==> config.mk <==
export PLATFORM = sky130hd
export DESIGN_NAME = bpi_flash_access_arbiter
export DESIGN_NICKNAME = d
export VERILOG_FILES = /design/src/rtl/bpi_flash_pkg.sv /design/src/rtl/bpi_flash_rr_arbiter.sv /design/src/rtl/bpi_flash_access_arbiter.sv
export SDC_FILE = /design/constraint.sdc
export NUM_CORES = 1
export LEC_CHECK = 0
export ABC_CLOCK_PERIOD_IN_PS = 4100
export BUFFER_PORTS_ARGS = -buffer_cell sky130_fd_sc_hd__buf_2
export CAP_MARGIN = 20
export CORE_MARGIN = 2
export CORE_UTILIZATION = 45
export CTS_BUF_LIST = sky130_fd_sc_hd__clkbuf_4 sky130_fd_sc_hd__clkbuf_8 sky130_fd_sc_hd__clkbuf_16
export CTS_CLUSTER_DIAMETER = 60
export DETAILED_ROUTE_END_ITERATION = 10
export PLACE_DENSITY = 0.83
export SYNTH_ARGS = -nofsm -noshare
export SYNTH_HDL_FRONTEND = slang
export SYNTH_SLANG_ARGS = --single-unit
==> constraint.sdc <==
create_clock -name clk -period 4.1 [get_ports clk]
set_input_delay 0.41 -clock clk [delete_from_list [all_inputs] [get_ports clk]]
set_output_delay 0.41 -clock clk [all_outputs]
set_load 0.01 [all_outputs]
==> src/rtl/bpi_flash_pkg.sv <==
// Shared types for the BPI flash access arbiter: FSM states and requester identities.
package bpi_flash_pkg;

  typedef enum logic [1:0] {
    ST_IDLE,
    ST_ISSUE,
    ST_WAIT,
    ST_RETURN
  } state_e;

  typedef enum logic {
    REQ_WR,
    REQ_RD
  } req_e;

endpackage

==> src/rtl/bpi_flash_rr_arbiter.sv <==
// Two-way round-robin grant between the write and read requesters (purely combinational).
module bpi_flash_rr_arbiter
  import bpi_flash_pkg::*;
(
  input  logic wr_valid,
  input  logic rd_valid,
  input  req_e last_grant,
  output logic grant_wr,
  output logic grant_rd
);

  // On contention the requester that did not win last time is served.
  always_comb begin
    grant_wr = wr_valid & (~rd_valid | (last_grant == REQ_RD));
    grant_rd = rd_valid & ~grant_wr;
  end

endmodule

==> src/rtl/bpi_flash_access_arbiter.sv <==
// Shares one BPI flash PHY between write and read FSMs; one op outstanding at a time.
// Optional PHY completion watchdog is enabled by defining BPI_FLASH_ARB_TIMEOUT_EN.
module bpi_flash_access_arbiter
  import bpi_flash_pkg::*;
#(
  parameter int C_MEM_WIDTH      = 16,
  parameter int C_MEM_SIZE       = 134217728,
  parameter int C_TIMEOUT_CYCLES = 65535,
  localparam int C_ADDR_W        = $clog2(8 * C_MEM_SIZE / C_MEM_WIDTH)
) (
  input  logic                   clk,
  input  logic                   rst_n,
  input  logic                   enable,
  output logic                   busy,
  input  logic [C_MEM_WIDTH-1:0] s_axis_wr_tdata,
  input  logic [C_ADDR_W-1:0]    s_axis_wr_tdest,
  input  logic                   s_axis_wr_tvalid,
  output logic                   s_axis_wr_tready,
  input  logic [C_ADDR_W-1:0]    s_axis_rd_tdata,
  input  logic                   s_axis_rd_tvalid,
  output logic                   s_axis_rd_tready,
  output logic [C_MEM_WIDTH-1:0] m_axis_rd_tdata,
  output logic                   m_axis_rd_tuser,
  output logic                   m_axis_rd_tvalid,
  input  logic                   m_axis_rd_tready,
  output logic [C_MEM_WIDTH-1:0] m_axis_op_tdata,
  output logic [C_ADDR_W-1:0]    m_axis_op_tdest,
  output logic                   m_axis_op_tuser,
  output logic                   m_axis_op_tvalid,
  input  logic                   m_axis_op_tready,
  input  logic [C_MEM_WIDTH-1:0] s_phy_done_tdata,
  input  logic                   s_phy_done_tvalid,
  output logic                   wr_timeout
);

  state_e state;
  req_e   last_grant;
  logic   grant_wr;
  logic   grant_rd;
  logic   wr_accept;
  logic   rd_accept;

  bpi_flash_rr_arbiter u_rr_arbiter (
    .wr_valid   (s_axis_wr_tvalid),
    .rd_valid   (s_axis_rd_tvalid),
    .last_grant (last_grant),
    .grant_wr   (grant_wr),
    .grant_rd   (grant_rd)
  );

  assign s_axis_wr_tready = (state == ST_IDLE) & enable & grant_wr;
  assign s_axis_rd_tready = (state == ST_IDLE) & enable & grant_rd;
  assign wr_accept        = s_axis_wr_tready & s_axis_wr_tvalid;
  assign rd_accept        = s_axis_rd_tready & s_axis_rd_tvalid;

`ifdef BPI_FLASH_ARB_TIMEOUT_EN
  localparam int C_CNT_W = (C_TIMEOUT_CYCLES > 1) ? $clog2(C_TIMEOUT_CYCLES) : 1;
  logic [C_CNT_W-1:0] wait_cnt;
`else
  logic unused_timeout_cfg;
  assign unused_timeout_cfg = (C_TIMEOUT_CYCLES != 0);
  assign m_axis_rd_tuser    = 1'b0;
  assign wr_timeout         = 1'b0;
`endif

  always_ff @(posedge clk) begin
    if (!rst_n) begin
      state            <= ST_IDLE;
      last_grant       <= REQ_RD;
      busy             <= 1'b0;
      m_axis_op_tdata  <= '0;
      m_axis_op_tdest  <= '0;
      m_axis_op_tuser  <= 1'b0;
      m_axis_op_tvalid <= 1'b0;
      m_axis_rd_tdata  <= '0;
      m_axis_rd_tvalid <= 1'b0;
`ifdef BPI_FLASH_ARB_TIMEOUT_EN
      m_axis_rd_tuser  <= 1'b0;
      wr_timeout       <= 1'b0;
      wait_cnt         <= '0;
`endif
    end else begin
`ifdef BPI_FLASH_ARB_TIMEOUT_EN
      wr_timeout <= 1'b0;
`endif
      case (state)
        ST_IDLE: begin
          if (wr_accept) begin
            m_axis_op_tdata  <= s_axis_wr_tdata;
            m_axis_op_tdest  <= s_axis_wr_tdest;
            m_axis_op_tuser  <= 1'b1;
            m_axis_op_tvalid <= 1'b1;
            last_grant       <= REQ_WR;
            busy             <= 1'b1;
            state            <= ST_ISSUE;
          end else if (rd_accept) begin
            m_axis_op_tdata  <= '0;
            m_axis_op_tdest  <= s_axis_rd_tdata;
            m_axis_op_tuser  <= 1'b0;
            m_axis_op_tvalid <= 1'b1;
            last_grant       <= REQ_RD;
            busy             <= 1'b1;
            state            <= ST_ISSUE;
          end
        end
        ST_ISSUE: begin
          if (m_axis_op_tready) begin
            m_axis_op_tvalid <= 1'b0;
            state            <= ST_WAIT;
`ifdef BPI_FLASH_ARB_TIMEOUT_EN
            wait_cnt         <= '0;
`endif
          end
        end
        ST_WAIT: begin
          // A done pulse on the limit cycle still counts as normal completion.
          if (s_phy_done_tvalid) begin
            if (m_axis_op_tuser) begin
              busy  <= 1'b0;
              state <= ST_IDLE;
            end else begin
              m_axis_rd_tdata  <= s_phy_done_tdata;
              m_axis_rd_tvalid <= 1'b1;
`ifdef BPI_FLASH_ARB_TIMEOUT_EN
              m_axis_rd_tuser  <= 1'b0;
`endif
              state            <= ST_RETURN;
            end
          end
`ifdef BPI_FLASH_ARB_TIMEOUT_EN
          else if (wait_cnt == C_CNT_W'(C_TIMEOUT_CYCLES - 1)) begin
            if (m_axis_op_tuser) begin
              wr_timeout <= 1'b1;
              busy       <= 1'b0;
              state      <= ST_IDLE;
            end else begin
              m_axis_rd_tdata  <= '0;
              m_axis_rd_tuser  <= 1'b1;
              m_axis_rd_tvalid <= 1'b1;
              state            <= ST_RETURN;
            end
          end else begin
            wait_cnt <= wait_cnt + 1'b1;
          end
`endif
        end
        ST_RETURN: begin
          if (m_axis_rd_tready) begin
            m_axis_rd_tvalid <= 1'b0;
            busy             <= 1'b0;
            state            <= ST_IDLE;
          end
        end
        default: state <= ST_IDLE;
      endcase
    end
  end

endmodule

==> results.json, run 1 <==
{
  "r2r_slack_ps": 1520,
  "cts_resized": 0,
  "max_cap_violations": 0,
  "wire_per_inst_microns": 14.1,
  "syn_area_sq_um": 2560,
  "ys_async_sr_fraction": 0,
  "route.detailed.drc": 0,
  "firstDrtPassIters": 4,
  "finalWeightedCongestion": 0.832,
  "die_height_microns": 79.4,
  "finalHoldViolations": 0,
  "path_class": "register to register",
  "synthTopCellsByCount": "65 x dfxtp_1, 38 x nand2_1, 29 x and3_1, 26 x a221o_1",
  "crit_path_start_kind": "register",
  "cts_hold_buf": 0,
  "finalCritPeriodShare": 0.630,
  "n_antenna_cell": 0,
  "grt_util_all_layers": 0.207,
  "clk_latency_ps": 330,
  "hold_ws_ps": 300,
  "whs_path_depth": 2,
  "yosysWarnings": 0,
  "grt_max_degree": 68,
  "setup_violations": 0,
  "cp_max_fo": 26,
  "grt_pass1_wl_microns": 10200,
  "dieArea_sq_um": 6300,
  "ant_nets": 0,
  "r2r-start": "state[1]$_SDFFE_PN0P_",
  "synth.most_common_cell": "dfxtp_1",
  "ys_seq_area_frac": 0.509,
  "min_from": "s_axis_rd_tdata[18]",
  "cts.sinks": 65,
  "core_sq_um": 5510,
  "hp-class": "input pin to register",
  "slew_headroom": 0.350,
  "antenna_found_initial": 0,
  "totalPowerFinal_w": 0.00185,
  "hold_path_end": "m_axis_op_tdest[18]$_SDFFE_PN0P_",
  "io-pin-count": 158,
  "grt_overflow": 0,
  "cts_root_buf": "clkbuf_8",
  "via_count": 2439,
  "r2r_cells": 4,
  "areaGrowthSynthToFinish_pct": 38.7,
  "p_per_area_nw_per_um2": 520,
  "synth-seq-cells": 65,
  "start_util": 0.464,
  "worstSetupEndpointType": "register",
  "slew_viol_final": 0,
  "vias_per_cell": 5.06,
  "crit_arrival_ps": 2840,
  "p_leak_nw": 1.80,
  "worstMarginPinSlew_ps": 975,
  "drive_gt1_frac": 0.427,
  "rr_endpoint": "m_axis_op_tdest[21]$_SDFFE_PN0P_",
  "synthTopCellsByArea": "dfxtp_1 51%, a221o_1 10%, and3_1 7.1%, a21boi_0 5.6%, nand2_1 5.6%",
  "rsz0062_at_grt": "no",
  "first_global_vias": 2185,
  "port_buffers": 155,
  "tritoncts": "yes",
  "vdd_drop_max_mv": 0.301,
  "yosysTopAreaCellShare": 0.509,
  "synth_flop_cell": "dfxtp_1",
  "dpl.hpwl_microns": 4700,
  "synth_edf_count": 0,
  "max_freq_mhz": 387,
  "status": "finished, final reports clean",
  "clk_pin_slew_ps": 80,
  "drt-initial-drc-count": 115,
  "synth_cells": 262,
  "fillerInstances": 460,
  "skew_ps": 11.2,
  "clockBufferDepth": 2,
  "rows": 27,
  "cts_buffers": 9,
  "cts_max_level": 3,
  "dieWidth_microns": 79.4,
  "syn_avg_cell_area_sq_um": 9.76,
  "post_cts_buffers": 0,
  "routed_wl_microns": 6780,
  "min_period_ps": 2580,
  "cp_data_required_time_ps": 4360,
  "setup_tns_ps": 0,
  "yosys.area.top_type": "dfxtp_1",
  "fin_nets": 497,
  "yosysUniqueCellTypes": 24
}
[cell usage in the layout (no fill, tap or decap), types with 2 or more instances in the layout]
cell         n
and3_1      29
buf_4        2
a221o_1     26
nand3_1      2
o21ai_0      2
bufinv_16    3
conb_1       2
a21boi_0    19
nand2b_1     2
and2_1       2
a21oi_1      4
inv_1        2
buf_2      155
a22oi_1     18
dfxtp_1     65
nor2b_1     19
a21o_1       2
clkbuf_8     9
nand2_1     38
[cell type report]
class                      instances  area [sq um]  share of cell area
clock buffer                      10           131              0.0370
clock inverter                     6           115              0.0325
inverter                           2          7.51             0.00212
multi-input combinational        170          1110               0.313
sequential                        65          1300               0.367
tap                               72          90.1              0.0254
timing repair buffer             157           791               0.223
[cell families (layout without fill, tap and decap cells)]
family	Yosys count	in the layout	share of synthesized area
multiplexers	1	1	0.00391
AND/OR/NAND/NOR	95	95	0.196
flip-flops	65	65	0.509
other	1	2	0.00147
AO/OA/AOI/OAI	72	72	0.230
buffers and inverters	28	175	0.0597
[power by group]
group	leakage, nW	internal, W	switching [W]
combinational	1.15	0.000189	0.000219
clock	0.121	0.000414	0.000248
sequential	0.530	0.000718	0.0000575
[worst max-delay path by stage]
| stage | startpoint | slack [ps] | endpoint | cells after the start |
|---|---|---|---|---|
| after floorplan | enable | 2420 | m_axis_op_tdest[0]$_SDFFE_PN0P_ | 7 |
| after global placement | enable | 1610 | m_axis_op_tdest[12]$_SDFFE_PN0P_ | 5 |
| after detailed placement | enable | 1560 | m_axis_op_tdest[21]$_SDFFE_PN0P_ | 5 |
| after CTS | state[1]$_SDFFE_PN0P_ | 1550 | m_axis_op_tdest[21]$_SDFFE_PN0P_ | 4 |
| after global routing | state[1]$_SDFFE_PN0P_ | 1380 | m_axis_op_tdest[21]$_SDFFE_PN0P_ | 4 |
| final | state[1]$_SDFFE_PN0P_ | 1520 | m_axis_op_tdest[21]$_SDFFE_PN0P_ | 4 |
[critical path: stages (launching register included)]
cell	delay, ps
dfxtp_1	410
nor3b_2	300
and3_1	640
and2_1	850
a221o_1	290
[state kept, by name, summed over array words and instances, names as in the netlist]
name	flops
m_axis_op_tvalid	1
m_axis_rd_tvalid	1
m_axis_rd_tdata	16
busy	1
m_axis_op_tdata	16
state	2
m_axis_op_tdest	26
m_axis_op_tuser	1
last_grant	1
[stage by stage]
stage	utilization	setup slack, ps	instances	cell area [sq um]
3_3_place_gp	0.599	1610	466	3300
6_report	0.644	1520	482	3550
3_5_place_dp	0.599	1560	466	3300
4_1_cts	0.644	1550	482	3550
2_1_floorplan	-	2420	263	2560
5_1_grt	0.644	1380	482	3550
[per-layer routing]
layer / GRT usage / up-vias / routed length (microns)
li1: - / 1226 / -
met1: 0.248 / 1121 / 2930
met2: 0.351 / 84 / 3380
met3: 0.0419 / 8 / 368
met4: 0.109 / 0 / 101
met5: 0 / - / 0
(Power assumes the default switching activity.)
==> run 2, diff against run 1 <==
--- a/config.mk
+++ b/config.mk
@@ -5,15 +5,16 @@
 export SDC_FILE = /design/constraint.sdc
 export NUM_CORES = 1
 export LEC_CHECK = 0
-export ABC_CLOCK_PERIOD_IN_PS = 4100
+export ABC_AREA = 1
+export ABC_CLOCK_PERIOD_IN_PS = 2130
 export BUFFER_PORTS_ARGS = -buffer_cell sky130_fd_sc_hd__buf_2
 export CAP_MARGIN = 20
 export CORE_MARGIN = 2
-export CORE_UTILIZATION = 45
+export CORE_UTILIZATION = 38
 export CTS_BUF_LIST = sky130_fd_sc_hd__clkbuf_4 sky130_fd_sc_hd__clkbuf_8 sky130_fd_sc_hd__clkbuf_16
 export CTS_CLUSTER_DIAMETER = 60
 export DETAILED_ROUTE_END_ITERATION = 10
-export PLACE_DENSITY = 0.83
+export PLACE_DENSITY = 0.75
 export SYNTH_ARGS = -nofsm -noshare
 export SYNTH_HDL_FRONTEND = slang
 export SYNTH_SLANG_ARGS = --single-unit
==> constraint.sdc (replaced) <==
create_clock -name clk -period 2.13 [get_ports clk]
set_input_delay 0.213 -clock clk [delete_from_list [all_inputs] [get_ports clk]]
set_output_delay 0.213 -clock clk [all_outputs]
set_load 0.01 [all_outputs]
==> results.json, run 2 <==
{
  "status": "finished, final reports clean",
  "largest-register": "m_axis_op_tdest",
  "cp_max_fo": 28,
  "start_util": 0.399,
  "r2r_slack_ps": 330,
  "reg.largest.list": "m_axis_op_tdest x26, m_axis_op_tdata x16, m_axis_rd_tdata x16",
  "p_leak_nw": 1.68,
  "route.detailed.drc": 0,
  "slew_viol_final": 0,
  "dpl.hpwl_microns": 4930,
  "post_cts_buffers": 0,
  "top_layer": "met4",
  "firstDrtPassIters": 5,
  "dieArea_sq_um": 7420,
  "synth_edf_count": 0,
  "setup_violations": 0,
  "tritoncts": "yes",
  "finalHoldViolations": 0,
  "io-pin-count": 158,
  "cts_max_level": 3,
  "die_height_microns": 86.1,
  "yosys.area.top_type": "dfxtp_1",
  "worstSetupEndpointType": "output pin",
  "path_class": "register to output pin",
  "largest_reg_flops": 26,
  "max_cap_violations": 0,
  "cts_root_buf": "clkbuf_8",
  "ys_seq_area_frac": 0.508,
  "wl_met1_microns": 2780,
  "rr_endpoint": "m_axis_op_tdest[20]$_SDFFE_PN0P_",
  "yosysTopAreaCellShare": 0.508,
  "grt_util_all_layers": 0.187,
  "yosysWarnings": 0,
  "min_period_ps": 1960,
  "worstMarginPinSlew_ps": 664,
  "finalCritPeriodShare": 0.921,
  "via_count": 2732,
  "yosysUniqueCellTypes": 21,
  "finalWeightedCongestion": 0.764,
  "vias_per_cell": 4.79,
  "slew_headroom": 0.556,
  "final_cell_mix": "154 x buf_2, 121 x nand2_1, 65 x dfxtp_1",
  "synth.most_common_cell": "nand2_1",
  "syn_area_sq_um": 2560,
  "vdd_drop_max_mv": 0.417,
  "grt_overflow": 0,
  "synth_cells": 340,
  "core_sq_um": 6420,
  "crit_end": "s_axis_wr_tready",
  "grt_max_degree": 44,
  "p_per_area_nw_per_um2": 960,
  "hp-class": "input pin to register",
  "grt_pass1_wl_microns": 11100,
  "cp_data_required_time_ps": 1920,
  "areaGrowthSynthToFinish_pct": 35.7,
  "drive_gt1_frac": 0.375,
  "startpoint": "last_grant$_SDFFE_PN1P_",
  "r2r_cells": 7,
  "synthTopCellsByCount": "121 x nand2_1, 65 x dfxtp_1, 39 x nor2_1, 27 x a31oi_1, 20 x o21ai_0",
  "rows": 29,
  "clk_latency_ps": 330,
  "syn_avg_cell_area_sq_um": 7.54,
  "dieWidth_microns": 86.1,
  "synthTopCellsByArea": "dfxtp_1 51%, nand2_1 18%, a31oi_1 6.6%, nor2_1 5.7%, o21ai_0 3.9%",
  "wl_met2_microns": 3210,
  "routed_wl_microns": 6780,
  "port_buffers": 155,
  "wl_met3_microns": 665,
  "cts_buffers": 9,
  "antenna_found_initial": 0,
  "ant_nets": 0,
  "clockBufferDepth": 2,
  "cts.sinks": 65,
  "r2r-start": "last_grant$_SDFFE_PN1P_",
  "n_antenna_cell": 0,
  "skew_ps": 5.68,
  "synth-seq-cells": 65,
  "clk_pin_slew_ps": 70,
  "crit_path_start_kind": "register",
  "final_common_cell": "buf_2",
  "fin_nets": 582,
  "first_global_vias": 2564,
  "synth_flop_cell": "dfxtp_1",
  "wire_per_inst_microns": 11.9,
  "cts_hold_buf": 0,
  "crit_arrival_ps": 1750,
  "max_freq_mhz": 510,
  "rsz0062_at_grt": "no",
  "drt-initial-drc-count": 91,
  "setup_tns_ps": 0,
  "hold_ws_ps": 132,
  "ys_async_sr_fraction": 0
}
==> run 2: cell count changes in the layout (fill, tap and decap cells not counted), sizes merged, moves of 15 or more <==
| cell | before | now |
|---|---|---|
| a21boi | 19 | 1 |
| a21oi | 4 | 19 |
| a221o | 26 | 0 |
| a22oi | 18 | 0 |
| a31oi | 0 | 27 |
| and3 | 29 | 0 |
| nand2 | 38 | 123 |
| nor2 | 1 | 42 |
| nor2b | 19 | 0 |
| o21ai | 3 | 20 |
==> run 2: worst min-delay path by stage <==
stage / from / end / slack [ps] / depth (start not counted)
floorplan: s_axis_wr_tdata[0] / m_axis_op_tdata[0]$_SDFFE_PN0P_ / 360 / 2
global placement: m_axis_op_tdata[7]$_SDFFE_PN0P_ / m_axis_op_tdata[7]$_SDFFE_PN0P_ / 450 / 2
detailed placement: m_axis_op_tdata[12]$_SDFFE_PN0P_ / m_axis_op_tdata[12]$_SDFFE_PN0P_ / 450 / 2
CTS: s_axis_wr_tdata[3] / m_axis_op_tdata[3]$_SDFFE_PN0P_ / 120 / 3
global route: s_axis_wr_tdata[10] / m_axis_op_tdata[10]$_SDFFE_PN0P_ / 120 / 3
finish: s_axis_wr_tdata[4] / m_axis_op_tdata[4]$_SDFFE_PN0P_ / 130 / 3
==> run 2: per-layer routing <==
metal  up-vias  track usage
met3        12       0.0529
met5         -            0
met4         0       0.0823
li1       1396            -
met2       136        0.324
met1      1188        0.214
==> run 2: kinds of logic (layout without fill, tap and decap cells) <==
| logic type | Yosys count | after routing | synth area share |
|---|---|---|---|
| AOI/OAI and AO/OA | 68 | 68 | 0.148 |
| buffers and inverters | 34 | 186 | 0.0757 |
| and+or+nand+nor | 172 | 172 | 0.267 |
| other | 1 | 2 | 0.00146 |
| DFF | 65 | 65 | 0.508 |
==> run 2: repair_timing <==
item                                   4_1_cts  5_1_grt
gates resized for setup                      0        1
setup endpoints to repair                    0        1
endpoints found under the hold margin        0        0
==> run 2: layout make-up <==
type                    instances  area, sq um
clock buffers                   9          124
flip-flops and latches         65         1300
well taps                      77         96.3
multi-input cells             242         1070
inverters                      14         55.1
repair buffers                158          805
fillers                       655         2950
clock inverters                 5         25.0
==> run 2: power by group <==
part | switching [W] | internal (W)
logic | 0.000609 | 0.000381
registers | 0.000112 | 0.00140
clock network | 0.000433 | 0.000398
total | 0.00115 | 0.00218
==> run 2: worst max-delay path: stages (launching register included) <==
cell and delay, ps:
dfxtp_1 320, inv_1 50, a21boi_1 300, nand2_2 130, inv_2 380, buf_2 220
==> run 2: stage by stage <==
| step | std cells | instance area (sq um) | power, W | worst slack [ps] | utilization |
|---|---|---|---|---|---|
| after floorplan | 341 | 2570 | 0.00222 | 907 | - |
| after global placement | 556 | 3320 | 0.00252 | 400 | 0.517 |
| after detailed placement | 556 | 3320 | 0.00255 | 295 | 0.517 |
| after CTS | 570 | 3470 | 0.00339 | 100 | 0.540 |
| after global routing | 570 | 3480 | 0.00358 | 17.0 | 0.541 |
| final | 570 | 3480 | 0.00334 | 168 | 0.541 |
==> run 3, diff against run 2 <==
--- a/config.mk
+++ b/config.mk
@@ -6,15 +6,15 @@
 export NUM_CORES = 1
 export LEC_CHECK = 0
 export ABC_AREA = 1
-export ABC_CLOCK_PERIOD_IN_PS = 2130
+export ABC_CLOCK_PERIOD_IN_PS = 2460
 export BUFFER_PORTS_ARGS = -buffer_cell sky130_fd_sc_hd__buf_2
 export CAP_MARGIN = 20
 export CORE_MARGIN = 2
-export CORE_UTILIZATION = 38
+export CORE_UTILIZATION = 45
 export CTS_BUF_LIST = sky130_fd_sc_hd__clkbuf_4 sky130_fd_sc_hd__clkbuf_8 sky130_fd_sc_hd__clkbuf_16
 export CTS_CLUSTER_DIAMETER = 60
 export DETAILED_ROUTE_END_ITERATION = 10
-export PLACE_DENSITY = 0.75
+export PLACE_DENSITY = 0.83
 export SYNTH_ARGS = -nofsm -noshare
 export SYNTH_HDL_FRONTEND = slang
 export SYNTH_SLANG_ARGS = --single-unit
==> constraint.sdc (replaced) <==
create_clock -name clk -period 2.46 [get_ports clk]
set_input_delay 0.246 -clock clk [delete_from_list [all_inputs] [get_ports clk]]
set_output_delay 0.246 -clock clk [all_outputs]
set_load 0.01 [all_outputs]
==> results.json, run 3 (synthesis gave the netlist of run 2 again) <==
{
  "slew_viol_final": 0,
  "max_cap_violations": 0,
  "r2r_cells": 7,
  "startpoint": "last_grant$_SDFFE_PN1P_",
  "r2r_slack_ps": 660,
  "cp_num_cells": 5,
  "grt_overflow": 0,
  "via_count": 2733,
  "hp-class": "input pin to register",
  "fin_area_sq_um": 3470,
  "largest_reg_flops": 26,
  "cts.sinks": 65,
  "max_freq_mhz": 480,
  "largest-register": "m_axis_op_tdest",
  "vias_per_cell": 4.85,
  "cts_resized": 0,
  "cts_hold_buf": 0,
  "cts_max_level": 3,
  "clk_pin_slew_ps": 70,
  "cts_root_buf": "clkbuf_8",
  "final_core_util": 0.630,
  "finalCritPeriodShare": 0.847,
  "p_sw_w": 0.000998,
  "seqPwrFrac": 0.446,
  "min_period_ps": 2080,
  "crit_arrival_ps": 1840,
  "cp_max_fo": 37,
  "max_stage_delay_ps": 500,
  "crit_slowest_cell": "inv_2",
  "status": "finished, final reports clean",
  "clk_latency_ps": 330,
  "reg.largest.list": "m_axis_op_tdest x26, m_axis_op_tdata x16, m_axis_rd_tdata x16",
  "crit_end": "s_axis_wr_tready",
  "hold_ws_ps": 166,
  "route.detailed.drc": 0,
  "dieArea_sq_um": 6310,
  "layout_setup_ws_ps": 376,
  "p_leak_nw": 1.67,
  "p_sw_frac": 0.339,
  "critical-path-top-delay-family": "buffers and inverters",
  "first_global_vias": 2558,
  "grt_util_all_layers": 0.213,
  "crit_chain": "inv_1 > a21boi_1 > nand2_2 > inv_2 > buf_2",
  "start_util": 0.465,
  "clockBufferDepth": 2,
  "placed_area_sq_um": 3300,
  "dieWidth_microns": 79.5,
  "setup_violations": 0,
  "slew_headroom": 0.482,
  "io-pin-count": 158,
  "finalWeightedCongestion": 0.764,
  "internal-power_w": 0.00195,
  "r2r-start": "last_grant$_SDFFE_PN1P_",
  "clkPwrFrac": 0.264,
  "crit_path_start_kind": "register",
  "cp_data_required_time_ps": 2210,
  "wire_per_inst_microns": 11.8,
  "skew_ps": 9.07,
  "dpl.hpwl_microns": 4650,
  "areaGrowthSynthToFinish_pct": 35.4,
  "path_class": "register to output pin",
  "drt-initial-drc-count": 114,
  "die_height_microns": 79.5,
  "vdd_drop_max_mv": 0.401,
  "worstSetupEndpointType": "output pin",
  "setup_tns_ps": 0,
  "rr_endpoint": "m_axis_op_tdest[12]$_SDFFE_PN0P_",
  "port_buffers": 155,
  "routed_wl_microns": 6660,
  "firstDrtPassIters": 4,
  "tritoncts": "yes",
  "worstMarginPinSlew_ps": 776,
  "fin_nets": 580,
  "post_cts_buffers": 0,
  "final_common_cell": "buf_2",
  "pwr-share-comb": 0.290,
  "grt_pass1_wl_microns": 10600,
  "drive_gt1_frac": 0.374,
  "final_cell_mix": "155 x buf_2, 121 x nand2_1, 65 x dfxtp_1",
  "place_ws_ps": 630,
  "antenna_found_initial": 0,
  "critPathBufInv": 3,
  "finalHoldViolations": 0,
  "cts_buffers": 9,
  "rsz0062_at_grt": "no",
  "core_sq_um": 5510,
  "n_antenna_cell": 0,
  "rows": 27,
  "ant_nets": 0,
  "p_per_area_nw_per_um2": 848,
  "grt_max_degree": 47
}
[run 3: cell count changes in the layout (fill, tap and decap cells not counted)]
cell        before  now
buf_2          154  155
buf_4            3    1
buf_6            1    0
clkbuf_8         9   10
clkinv_2         5    2
clkbuf_4         0    2
clkinvlp_4       0    1
[run 3: layout make-up]
type | instances | area [sq um]
fill | 495 | 2040
sequential | 65 | 1300
multi-input combinational | 242 | 1070
timing repair buffer | 156 | 783
clock buffer | 12 | 153
tap | 72 | 90.1
inverter | 14 | 55.1
clock inverter | 3 | 17.5
[run 3: how the worst min path moves through the flow]
stage                                          start                          endpoint  depth (start not counted)  slack (ps)
floorplan                         s_axis_wr_tdata[0]   m_axis_op_tdata[0]$_SDFFE_PN0P_                          2         390
global placement    m_axis_op_tdata[14]$_SDFFE_PN0P_  m_axis_op_tdata[14]$_SDFFE_PN0P_                          2         450
detailed placement   m_axis_op_tdata[3]$_SDFFE_PN0P_   m_axis_op_tdata[3]$_SDFFE_PN0P_                          2         450
CTS                               s_axis_wr_tdata[3]   m_axis_op_tdata[3]$_SDFFE_PN0P_                          3         140
global route                     s_axis_wr_tdata[12]  m_axis_op_tdata[12]$_SDFFE_PN0P_                          3         160
finish                           s_axis_wr_tdata[13]  m_axis_op_tdata[13]$_SDFFE_PN0P_                          3         170
[run 3: power by group through the flow]
stage          clock network, W  registers [W]  logic (W)
2_1_floorplan                 0        0.00140   0.000525
5_1_grt                0.000850        0.00133   0.000961
6_report               0.000778        0.00131   0.000853
3_5_place_dp                  0        0.00133   0.000858
3_3_place_gp                  0        0.00133   0.000838
4_1_cts                0.000806        0.00131   0.000858
[run 3: routing by layer]
layer  vias to the layer above  share of wire  global-route usage
met5                         -              0                   0
met3                        12          0.077              0.0509
met1                      1213           0.43               0.236
met2                       119           0.47               0.369
met4                         0          0.022               0.128
li1                       1389              -                   -
[run 3: worst register-to-register path, cell delays in order (launching register included)]
cell	delay (ps)
dfxtp_1	310
inv_1	40
a21boi_1	280
nand2_2	130
inv_2	500
buf_4	260
nand2_1	50
a31oi_1	150
[run 3: through the flow]
step | power [W] | cells
final | 0.00294 | 564
after global routing | 0.00314 | 564
after CTS | 0.00298 | 564
after detailed placement | 0.00219 | 549
after global placement | 0.00217 | 549
after floorplan | 0.00192 | 341
